## config.mk

```make
export PLATFORM = sky130hd
export DESIGN_NAME = irq_ctrl
export DESIGN_NICKNAME = d
export VERILOG_FILES = /design/src/rtl/irq_ctrl.sv
export SDC_FILE = /design/constraint.sdc
export NUM_CORES = 1
export LEC_CHECK = 0
export ABC_AREA = 1
export BUFFER_PORTS_ARGS = -buffer_cell sky130_fd_sc_hd__buf_2
export CORE_MARGIN = 2
export CORE_UTILIZATION = 55
export DETAILED_ROUTE_END_ITERATION = 16
export GPL_ROUTABILITY_DRIVEN = 0
export HOLD_SLACK_MARGIN = 0.05
export PLACE_DENSITY = 0.81
export REMOVE_ABC_BUFFERS = 1
export SYNTH_ARGS = -nofsm -noshare
export SYNTH_HDL_FRONTEND = slang
export SYNTH_SLANG_ARGS = --single-unit
```

## constraint.sdc

```tcl
create_clock -name clk -period 4.09 [get_ports clk]
set_clock_uncertainty 0.2 [all_clocks]
set_input_delay 0.2045 -clock clk [delete_from_list [all_inputs] [get_ports clk]]
set_output_delay 0.2045 -clock clk [all_outputs]
set_load 0.01 [all_outputs]
```

## src/rtl/irq_ctrl.sv

```systemverilog
// Vectored interrupt controller: synchronises request lines, latches pending bits, and hands the
// lowest-index eligible id to the PC sequencer. Define IRQ_EDGE_EN for rising-edge pending capture.
module irq_ctrl #(
   parameter int          NUM_IRQ      = 8,
   parameter logic [11:0] VECTOR_BASE  = 12'h004,
   parameter int          VECTOR_SHIFT = 1
) (
   input  logic               clk,
   input  logic               reset,
   input  logic [NUM_IRQ-1:0] irq_in,
   input  logic               pause,
   input  logic               stack_full,
   input  logic               int_ack,
   input  logic               reti,
   input  logic               cfg_we,
   input  logic [1:0]         cfg_addr,
   input  logic [7:0]         cfg_wdata,
   output logic [7:0]         cfg_rdata,
   output logic               int_req,
   output logic [11:0]        int_vector,
   output logic               in_isr,
   output logic [2:0]         active_id
);

   typedef enum logic [1:0] {IDLE, REQ, ACTIVE} state_t;

   state_t             state, state_nxt;
   logic [NUM_IRQ-1:0] sync_p0, sync_p1;
   logic [NUM_IRQ-1:0] mask, pend, pend_nxt, pend_set, w1c, elig;
   logic               gie;
   logic [2:0]         winner;
   logic [11:0]        vector_nxt;
   logic               dispatch, ack_take, reti_take;

   // Stage p0/p1: two-flop synchroniser on the asynchronous request lines
   always_ff @(posedge clk) begin
      if (reset) begin
         sync_p0 <= '0;
         sync_p1 <= '0;
      end else begin
         sync_p0 <= irq_in;
         sync_p1 <= sync_p0;
      end
   end

`ifdef IRQ_EDGE_EN
   logic [NUM_IRQ-1:0] sync_prev;

   always_ff @(posedge clk) begin
      if (reset) sync_prev <= '0;
      else       sync_prev <= sync_p1;
   end

   assign pend_set = sync_p1 & ~sync_prev;
`else
   assign pend_set = sync_p1;
`endif

   assign elig      = pend & mask;
   assign ack_take  = (state == REQ) && int_ack;
   assign reti_take = (state == ACTIVE) && reti;
   assign dispatch  = (state == IDLE) && (|elig) && gie && !pause && !stack_full;

   always_comb begin
      winner = 3'd0;
      for (int i = NUM_IRQ - 1; i >= 0; i--) begin
         if (elig[i]) winner = 3'(i);
      end
   end

   assign vector_nxt = VECTOR_BASE + (12'(winner) << VECTOR_SHIFT);

   // A new set outranks a W1C, but the ack clear of the serviced id outranks everything
   always_comb begin
      w1c      = (cfg_we && cfg_addr == 2'd1) ? cfg_wdata[NUM_IRQ-1:0] : '0;
      pend_nxt = (pend & ~w1c) | pend_set;
      for (int i = 0; i < NUM_IRQ; i++) begin
         if (ack_take && active_id == 3'(i)) pend_nxt[i] = 1'b0;
      end
   end

   always_ff @(posedge clk) begin
      if (reset) state <= IDLE;
      else       state <= state_nxt;
   end

   always_comb begin
      state_nxt = state;
      unique case (state)
         IDLE:    if (dispatch)  state_nxt = REQ;
         REQ:     if (ack_take)  state_nxt = ACTIVE;
         ACTIVE:  if (reti_take) state_nxt = IDLE;
         default: state_nxt = IDLE;
      endcase
   end

   always_ff @(posedge clk) begin
      if (reset) begin
         mask       <= '0;
         pend       <= '0;
         gie        <= 1'b0;
         active_id  <= 3'd0;
         int_vector <= 12'd0;
      end else begin
         pend <= pend_nxt;
         if (cfg_we && cfg_addr == 2'd0) mask <= cfg_wdata[NUM_IRQ-1:0];
         if (reti_take)                       gie <= 1'b1;
         else if (ack_take)                   gie <= 1'b0;
         else if (cfg_we && cfg_addr == 2'd2) gie <= cfg_wdata[0];
         if (dispatch) begin
            active_id  <= winner;
            int_vector <= vector_nxt;
         end
      end
   end

   assign int_req = (state == REQ);
   assign in_isr  = (state == ACTIVE);

   always_comb begin
      cfg_rdata = 8'd0;
      unique case (cfg_addr)
         2'd0: cfg_rdata[NUM_IRQ-1:0] = mask;
         2'd1: cfg_rdata[NUM_IRQ-1:0] = pend;
         2'd2: cfg_rdata[0]           = gie;
         2'd3: cfg_rdata              = {3'b000, in_isr, int_req, active_id};
         default: cfg_rdata = 8'd0;
      endcase
   end

endmodule

```

==> metrics.md, run 1 <==
| Metric | Value |
|---|---|
| Area enclosed by the die boundary | around 3800 sq um |
| Starting density of the core | between 50 and 60% |
| Boundary Pins | 50 |
| Syn Std Cell Area | 1830 sq um |
| Antenna-violating nets left | 0 |
| Mean Syn Cell Area | around 7.1 sq um |
| Number of register bits inferred by synthesis | 41 |
| TritonCTS clock tree | done |
| Sum of negative setup slack | 0 ns |
| Critical path startpoint category | input port |
| Maximum number of pins on one net before global-route repair | 31 |
| Max H-tree Level | 2 |
| Hold Worst Slack | 0.0773 ns |
| Fin crit period | 1.95 ns |
| R2R setup slack | 2.31 ns |
| Leakage power total | approximately 1.2 nW |
| CTS Sinks | 41 |
| Hold violation count in the final report | 0 |
| First-pass iteration count of the detailed router | 4 |
| Via count of the first global-routing pass | 1531 |
| Path class of the lowest-slack min-delay path | in -> reg |
| Average wire length per cell after detail routing | ~12 um |
| Maximum count of clock buffers along a single path | 2 |
| Remaining Overflow, GRT | 0 |
| Overall die width | roughly 62 um |
| Cells on Worst Hold Path | 4 |
| Most used cells in the layout excluding fill and tap cells | 53 x nand2_1, 44 x inv_1, 43 x nor2_1, 41 x dfxtp_1, 41 x buf_2 |
| Setup repair after global routing missed its margin | false |
| Clock input transition at the sequential cells of the worst setup and hold paths | 0.12 ns |
| Diodes inserted | 0 |
| Standard cell core area | 3100 sq um |
| Residual DRC | 0 |
| Vertical die dimension | 61.8 um |
| Most common cell after layout, fill and taps aside | nand2_1 |
| Growth of design area from synthesis to finish | 27.0% |
| Max Transition Viols Final | 0 |
| Relative slew slack | 64.5% |
| Num rows | 20 |
| GR Util All Layers | 23.4% |
| Capture point of the worst reg-to-reg path | active_id[2]$_SDFFE_PP0P_ |
| Origin of the worst min-delay path | cfg_we |
| Required time reported for the critical path endpoint | roughly 4.2 ns |
| Largest voltage drop on the vdd net | 0.293 mV |
| Sequential area share after synthesis | 44.7% |
| Post-route fraction of the period consumed by the critical path | 47.8% |
| Placed wire-length estimate after detailed placement | around 2900 um |
| Crit. End Element | flip-flop |
| Fmax | between 500 and 600 MHz |
| Data arrival, critical path | 2.03 ns |
| Count of buffers inserted at the top-level ports | between 40 and 50 |
| Net total in the final layout | approximately 350 |
| Clock Latency Late Sink | between 0.3 and 0.4 ns |
| Worst reg2reg path depth | 6 |
| Worst Path Class, Setup | in -> reg |
| Wire length of the first global-routing pass | about 6400 um |
| Initial antenna violation count | 0 |
| Count of unique library cells instantiated by Yosys | 26 |
| Total vias in the final route | 1778 |
| Setup-violating endpoint count in the final report | 0 |
| Status | finished clean |
| Sink of the worst hold path | mask[7]$_SDFFE_PP0P_ |
| Worst-path maximum fanout | 2 |
| Count of mapped cells out of synthesis | 259 |
| Post-layout instance area | roughly 2300 sq um |
| Cell area after placement | 2030 sq um |
| Starting DRT DRC Count | 129 |
| Critical R2R Launch | state[0]$_SDFFE_PP0P_ |
| Num CTS Buffers | 5 |
| Reported max-cap violation count | 0 |
| Measured slew at the worst slew-check pin | 0.533 ns |
| Power per cell area | 356 nW/um^2 |
| Detail-routed via count per cell | slightly below 5 |
| Number of warning messages in the yosys log | 0 |
| Post-CTS Resized | 0 |
| Final cell utilization of the core | 75.1% |
| Aggregate routed wire length | 4220 um |
| Share of layout cells above drive strength 1 | 19.0% |
| Root buffer cell | clkbuf_4 |
==> where the power goes <==
group / switching [mW] / total, mW / internal, mW
registers: 0.00880 / 0.424 / 0.416
logic: 0.0488 / 0.0880 / 0.0392
clock network: 0.128 / 0.318 / 0.189
total: 0.186 / 0.830 / 0.644
==> through the flow <==
stage / cells / power (mW) / worst slack (ns)
after detailed placement: 337 / 0.505 / 2.52
final: 365 / 0.830 / 2.14
after global placement: 337 / 0.502 / 2.55
after CTS: 365 / 0.833 / 2.19
after global routing: 365 / 0.868 / 2.09
after floorplan: 252 / 0.473 / 2.68
==> what timing repair did <==
action                    CTS  global route
setup buffers               0             0
hold buffers               20             0
hold endpoints to repair   24             0
==> flip-flops by register name, summed over array words and instances (netlist names) <==
name / count
sync_p0: 8
state: 2
active_id: 3
mask: 8
pend_set: 8
gie: 1
int_vector: 3
pend: 8
==> synth_stat cells <==
cell type | instances | area (sq um)
a211oi_1 | 2 | 15.0
a21oi_1 | 18 | 90.1
a22o_1 | 3 | 26.3
a22oi_1 | 1 | 7.51
buf_4 | 11 | 82.6
clkbuf_1 | 3 | 11.3
clkinv_2 | 1 | 5.00
conb_1 | 1 | 3.75
dfxtp_1 | 41 | 821
ha_1 | 1 | 12.5
inv_1 | 44 | 165
inv_2 | 4 | 15.0
nand2_1 | 53 | 199
nand2_2 | 2 | 12.5
nand2_4 | 1 | 11.3
nand3_1 | 1 | 5.00
nor2_1 | 43 | 161
nor2_2 | 1 | 6.26
nor2_4 | 2 | 22.5
nor3_1 | 1 | 5.00
nor4_4 | 1 | 21.3
o2111ai_1 | 1 | 8.76
o211ai_1 | 3 | 22.5
o21ai_0 | 6 | 30.0
o21ai_1 | 13 | 65.1
o311ai_0 | 1 | 8.76
==> kinds of logic after synthesis <==
family	after synthesis	synth area share, %
AO/OA/AOI/OAI	48	14.9
adder cells (fa/ha/maj)	1	0.682
buffers and inverters	63	15.2
flip-flops	41	44.7
other	1	0.204
AND/OR/NAND/NOR	105	24.2
==> worst max-delay path by stage <==
stage	from	to	cells after the start
floorplan	pend[6]$_SDFF_PP0_	int_vector[3]$_SDFFE_PP0P_	7
global placement	pend[7]$_SDFF_PP0_	int_vector[3]$_SDFFE_PP0P_	7
detailed placement	mask[7]$_SDFFE_PP0P_	int_vector[3]$_SDFFE_PP0P_	7
CTS	pause	active_id[2]$_SDFFE_PP0P_	6
global route	pause	active_id[2]$_SDFFE_PP0P_	6
finish	pause	active_id[2]$_SDFFE_PP0P_	6
==> layer usage <==
layer	part of all wire, %	up-vias	GRT usage (%)
li1	-	901	-
met1	43	785	28.1
met2	47	84	41.2
met3	8.0	8	5.80
met4	1.6	0	6.99
met5	0	-	0
==> critical path: stages <==
cell	delay, ns
dlygate4sd3_1	0.53
buf_2	0.14
nor4_4	0.32
dlygate4sd3_1	0.63
nand2_1	0.07
a21oi_1	0.15
==> cell type report <==
| cell class | instances | area [sq um] |
|---|---|---|
| sequential | 41 | 821 |
| fill | 275 | 773 |
| multi-input combinational | 162 | 761 |
| timing repair buffer | 61 | 405 |
| inverter | 49 | 185 |
| clock inverter | 3 | 65.1 |
| tap | 44 | 55.1 |
| clock buffer | 5 | 37.5 |
(Power assumes the default switching activity.)
==> inputs of run 2 (changes only) <==
- CORE_UTILIZATION: 55 -> 51
- PLACE_DENSITY: 0.81 -> 0.76
- clock period: 4.09 -> 2 ns (I/O delays scaled with it)
==> run 2 against run 1 <==
Compared with the run above: core utilization down 4.8 points; clock-buffer cell count is 2 higher; wire length up 4.5%; setup slack lost 2.0 ns; cell count rose by 3.0%; die area rose by 7.3%; sequential power is 100% higher; largest cell class unchanged.
==> metrics.md, run 2 (synthesis gave the netlist of run 1 again) <==
| Metric | Value |
|---|---|
| Sum of negative setup slack | 0 ns (unchanged) |
| GR Util All Layers | 24.2% (+0.88 points) |
| Origin of the worst min-delay path | cfg_addr[1] |
| Count of buffers inserted at the top-level ports | 41 (unchanged) |
| Max Transition Viols Final | 0 (unchanged) |
| TritonCTS clock tree | done |
| Largest voltage drop on the vdd net | 0.476 mV (+63%) |
| Data arrival, critical path | 1.96 ns (-0.07 ns) |
| Setup WS post-layout | 0.133 ns (-2.00 ns) |
| Overall die width | 64.0 um (+3.6%) |
| Worst setup path startpoint | reset |
| Detail-routed via count per cell | 4.76 (-2.4%) |
| Hold violation count in the final report | 0 (unchanged) |
| Diodes inserted | 0 (unchanged) |
| Path class of the lowest-slack min-delay path | in -> reg |
| Average wire length per cell after detail routing | 11.7 um (+1.5%) |
| Area enclosed by the die boundary | 4090 sq um (+7.3%) |
| Placed wire-length estimate after detailed placement | 3020 um (+4.9%) |
| Most used cells in the layout excluding fill and tap cells | 53 x nand2_1, 44 x inv_1, 43 x nor2_1, 41 x dfxtp_1, 41 x buf_2 |
| CTS Sinks | 41 (unchanged) |
| Power per cell area | 623 nW/um^2 (+75%) |
| R2R setup slack | 0.24 ns (-2.07 ns) |
| Share of layout cells above drive strength 1 | 18.2% (-0.82 points) |
| Initial antenna violation count | 0 (unchanged) |
| Capture point of the worst reg-to-reg path | gie$_SDFFE_PP0P_ |
| Reported max-cap violation count | 0 (unchanged) |
| Timing endpoint of the critical path | mask[2]$_SDFFE_PP0P_ |
| Worst setup slack after placement | 0.375 ns (-2.14 ns) |
| Growth of design area from synthesis to finish | 29.9% |
| Total vias in the final route | 1788 (+0.56%) |
| Crit. End Element | flip-flop |
| Fmax | 536 MHz |
| Post-route fraction of the period consumed by the critical path | 93.3% |
| Starting density of the core | 54.1% (-5.0 points) |
| Standard cell core area | 3390 sq um (+9.2%) |
| Worst reg2reg path depth | 6 (unchanged) |
| Vertical die dimension | 64.0 um (+3.6%) |
| Setup repair after global routing missed its margin | false |
| Critical path startpoint category | input port |
| Maximum number of pins on one net before global-route repair | 23 (-26%) |
| Clock input transition at the sequential cells of the worst setup and hold paths | 0.12 ns (about the same) |
| Net total in the final layout | 356 (+2.9%) |
| Critical R2R Launch | state[0]$_SDFFE_PP0P_ |
| Leakage power total | 1.26 nW (+1.8%) |
| Maximum count of clock buffers along a single path | 2 (unchanged) |
| Root buffer cell | clkbuf_4 |
| Remaining Overflow, GRT | 0 (unchanged) |
| Required time reported for the critical path endpoint | 2.10 ns (-2.07 ns) |
| Num rows | 21 (+5.0%) |
| Antenna-violating nets left | 0 (unchanged) |
| Most common cell after layout, fill and taps aside | nand2_1 |
| Post-layout instance area | 2380 sq um (+2.3%) |
| Starting DRT DRC Count | 81 (-37%) |
| Wire length of the first global-routing pass | 7510 um (+17%) |
| Num CTS Buffers | 5 (unchanged) |
| Worst-path maximum fanout | 12 (+10) |
| Via count of the first global-routing pass | 1739 (+14%) |
| Setup-violating endpoint count in the final report | 0 (unchanged) |
| Post-CTS Resized | 0 (unchanged) |
| Cell area after placement | 2040 sq um (+0.49%) |
| Status | finished clean |
| Boundary Pins | 50 (unchanged) |
| Residual DRC | 0 (unchanged) |
| Aggregate routed wire length | 4410 um (+4.5%) |
| Fin crit period | 1.87 ns |
| Clock Latency Late Sink | 0.35 ns (about the same) |
| Worst Path Class, Setup | in -> reg |
| Max H-tree Level | 2 (unchanged) |
| First-pass iteration count of the detailed router | 4 (unchanged) |
run 2: report_power, final:
group	leakage, nW	internal, mW	total (mW)	switching, mW
Clock	0.0314	0.166	0.419	0.253
Sequential	0.336	0.850	0.868	0.0180
Combinational	0.891	0.0934	0.196	0.103
Total	1.26	1.11	1.48	0.374
run 2: per-stage QoR:
stage                     hold slack, ns  total power [mW]  util, %  cells
after floorplan                  -0.0309             0.967        -    252
after global placement            0.0971              1.03     60.1    340
after detailed placement           0.105              1.04     60.1    340
after CTS                          0.132              1.49     70.3    376
after global routing               0.169              1.57     70.3    376
final                              0.147              1.48     70.3    376
run 2: critical path, stage by stage:
cell           delay [ns]
dlygate4sd3_1        0.53
buf_2                0.18
inv_1                0.28
o21ai_0              0.19
dlygate4sd3_1        0.60
nor2_1               0.08
run 2: how the worst min path moves through the flow:
stage                                            to  slack (ns)  cells past startpoint
after floorplan           active_id[2]$_SDFFE_PP0P_       -0.03                      1
after global placement        sync_p0[1]$_SDFF_PP0_         0.1                      3
after detailed placement      sync_p0[7]$_SDFF_PP0_        0.10                      3
after CTS                        pend[3]$_SDFF_PP0_        0.13                      7
after global routing             pend[5]$_SDFF_PP0_        0.17                      7
final                            pend[3]$_SDFF_PP0_        0.15                      7
run 2: timing repair:
| item | CTS | global route |
|---|---|---|
| setup buffers | 0 | 0 |
| hold buffers | 29 | 1 |
| setup endpoints to repair | 0 | 6 |
| hold endpoints to repair | 34 | 5 |
run 2: area by class of cell:
class / instances / area, sq um
inverter: 49 / 185
clock buffer: 7 / 55.1
timing repair buffer: 71 / 503
tap: 46 / 57.6
sequential: 41 / 821
multi-input combinational: 162 / 761
fill: 293 / 1010
run 2: metal layers:
metal / share of wire [%] / GRT usage [%] / vias to the layer above
li1: - / - / 922
met1: 42 / 28.4 / 784
met2: 49 / 41.0 / 70
met3: 6.7 / 6.69 / 12
met4: 2.8 / 10.9 / 0
met5: 0 / 0 / -
==> inputs of run 3 (changes only) <==
- clock period: 2 -> 2.1 ns (I/O delays scaled with it)
==> run 3 against run 2 <==
Compared with the run above: die area did not move; final area unchanged; setup slack worse by 0.047 ns; largest cell class unchanged; critical path type unchanged; combinational power shrank 6%; clock-buffer cell count unchanged; non-clock buffer count unchanged; critical path depth is 3 higher; wire length fell by 2.3%.
==> metrics.md, run 3 (synthesis gave the netlist of run 1 again) <==
| Metric | Value |
|---|---|
| Status | finished clean |
| Relative contribution of sequential cells to total power | 58.4% (about the same) |
| Relative contribution of the clock network to total power | 28.6% (+0.3 points) |
| Diodes inserted | 0 (unchanged) |
| Delay of the slowest cell on the worst path | 0.63 ns (+0.03 ns) |
| Remaining Overflow, GRT | 0 (unchanged) |
| Worst Path Class, Setup | in -> reg |
| Final cell utilization of the core | 70.3% (unchanged) |
| Aggregate routed wire length | 4310 um (-2.3%) |
| Post-route fraction of the period consumed by the critical path | 95.9% |
| Slowest cell on the critical path | dlygate4sd3_1 |
| Comb pwr share | 13.1% (about the same) |
| Data arrival, critical path | 2.08 ns (+0.12 ns) |
| Maximum number of pins on one net before global-route repair | 23 (unchanged) |
| Maximum count of clock buffers along a single path | 2 (unchanged) |
| Number of buffers inserted by post-CTS setup repair | 0 (unchanged) |
| Net load switching power | 359 uW (-3.9%) |
| Critical path cell sequence | dlygate4sd3_1 > buf_2 > nor4_4 > dlygate4sd3_1 > nand2_2 > inv_2 > nand2_1 > nand2_1 > nor2_1 |
| Total vias in the final route | 1789 (+0.056%) |
| Standard cell core area | 3390 sq um (unchanged) |
| Antenna-violating nets left | 0 (unchanged) |
| Initial antenna violation count | 0 (unchanged) |
| TritonCTS clock tree | done |
| Starting DRT DRC Count | 89 (+9.9%) |
| Power Total | 1.42 mW (-4.6%) |
| Share of layout cells above drive strength 1 | 18.2% (unchanged) |
| Reported max-cap violation count | 0 (unchanged) |
| Num CTS Buffers | 5 (unchanged) |
| Placed wire-length estimate after detailed placement | 2960 um (-2.1%) |
| Max H-tree Level | 2 (unchanged) |
| Vertical die dimension | 64.0 um (unchanged) |
| Max Transition Viols Final | 0 (unchanged) |
| P_int | 1.06 mW (-4.8%) |
| Final cell count without fillers | 376 (unchanged) |
| First-pass iteration count of the detailed router | 4 (unchanged) |
| Fmax | 497 MHz |
| Detail-routed via count per cell | 4.76 (about the same) |
| Post-layout instance area | 2380 sq um (unchanged) |
| Setup-violating endpoint count in the final report | 0 (unchanged) |
| Worst setup slack after placement | 0.474 ns (+0.0982 ns) |
| Starting density of the core | 54.1% (unchanged) |
| Switching power share of the total | 25.4% (+0.18 points) |
| Clock input transition at the sequential cells of the worst setup and hold paths | 0.12 ns (about the same) |
| Growth of design area from synthesis to finish | 29.9% (unchanged) |
| Net total in the final layout | 356 (unchanged) |
| Most common cell after layout, fill and taps aside | nand2_1 |
| Crit. End Element | flip-flop |
| Cell area after placement | 2040 sq um (unchanged) |
| Overall die width | 64.0 um (unchanged) |
| Path class of the lowest-slack min-delay path | in -> reg |
| R2R setup slack | 0.14 ns (-0.10 ns) |
| Fin crit period | 2.01 ns |
| Root buffer cell | clkbuf_4 |
| Worst-path maximum fanout | 6 (-6) |
| Num rows | 21 (unchanged) |
| Wire length of the first global-routing pass | 7490 um (-0.37%) |
| Hold Worst Slack | 0.142 ns (-0.00527 ns) |
| Setup WS post-layout | 0.0866 ns (-0.0468 ns) |
| Most used cells in the layout excluding fill and tap cells | 53 x nand2_1, 44 x inv_1, 43 x nor2_1, 41 x dfxtp_1, 41 x buf_2 |
| Sum of negative setup slack | 0 ns (unchanged) |
| GR Util All Layers | 23.7% (-0.51 points) |
| Leakage power total | 1.26 nW (+0.21%) |
| Area enclosed by the die boundary | 4090 sq um (unchanged) |
| Required time reported for the critical path endpoint | 2.16 ns (+0.06 ns) |
| Count of buffers inserted at the top-level ports | 41 (unchanged) |
| Clock Latency Late Sink | 0.35 ns (about the same) |
| Residual DRC | 0 (unchanged) |
| Hold violation count in the final report | 0 (unchanged) |
| Setup repair after global routing missed its margin | false |
| Critical path startpoint category | input port |
| Fill cell instance count of the final layout | 286 (-2.4%) |
| Via count of the first global-routing pass | 1754 (+0.86%) |
| Placed cells | 340 (unchanged) |
| Largest voltage drop on the vdd net | 0.535 mV (+12%) |
| Average wire length per cell after detail routing | 11.5 um (-2.3%) |
| Power per cell area | 594 nW/um^2 (-4.6%) |
| CTS Sinks | 41 (unchanged) |
| Boundary Pins | 50 (unchanged) |
## run 3: cell counts in the layout (fill, tap and decap cells not counted)
No cell type changed its count.
## run 3: repair_timing
action,4_1_cts,5_1_grt
hold buffers,29,0
endpoints found under the hold margin,33,0
gates resized for setup,0,0
## run 3: worst paths after layout
check | start | endpoint | cells past startpoint
worst max-delay path | pause | active_id[1]$_SDFFE_PP0P_ | 9
worst min-delay path | cfg_addr[1] | pend[0]$_SDFF_PP0_ | 7
worst max register to register | state[0]$_SDFFE_PP0P_ | active_id[1]$_SDFFE_PP0P_ | 9
worst min register to register | sync_p0[4]$_SDFF_PP0_ | pend_set[4]$_SDFF_PP0_ | 2
## run 3: layer usage
metal  GRT usage (%)  vias up  routed length, um
met4            8.42        0                 57
met1            28.0      789               1840
met5               0        -                  0
met2            40.8       72               2100
met3            6.87        6                322
li1                -      922                  -
## run 3: area by class of cell
type	instances	area (sq um)	area share, %
Clock buffer	7	55.1	2.31
Multi-Input combinational cell	162	761	31.9
Timing Repair Buffer	71	503	21.1
Inverter	49	185	7.77
Tap cell	46	57.6	2.42
Sequential cell	41	821	34.5
## run 3: power groups by stage
stage | registers, mW | logic (mW) | clock network, mW
3_3_place_gp | 0.842 | 0.140 | 0
2_1_floorplan | 0.839 | 0.0820 | 0
5_1_grt | 0.830 | 0.209 | 0.448
6_report | 0.826 | 0.185 | 0.404
4_1_cts | 0.826 | 0.182 | 0.403
3_5_place_dp | 0.844 | 0.142 | 0
## run 3: worst max-delay path: cells and delay by family
kind | cells | cell delay (ns)
buffers and inverters | 4 | 1.43
AND/OR/NAND/NOR | 5 | 0.54
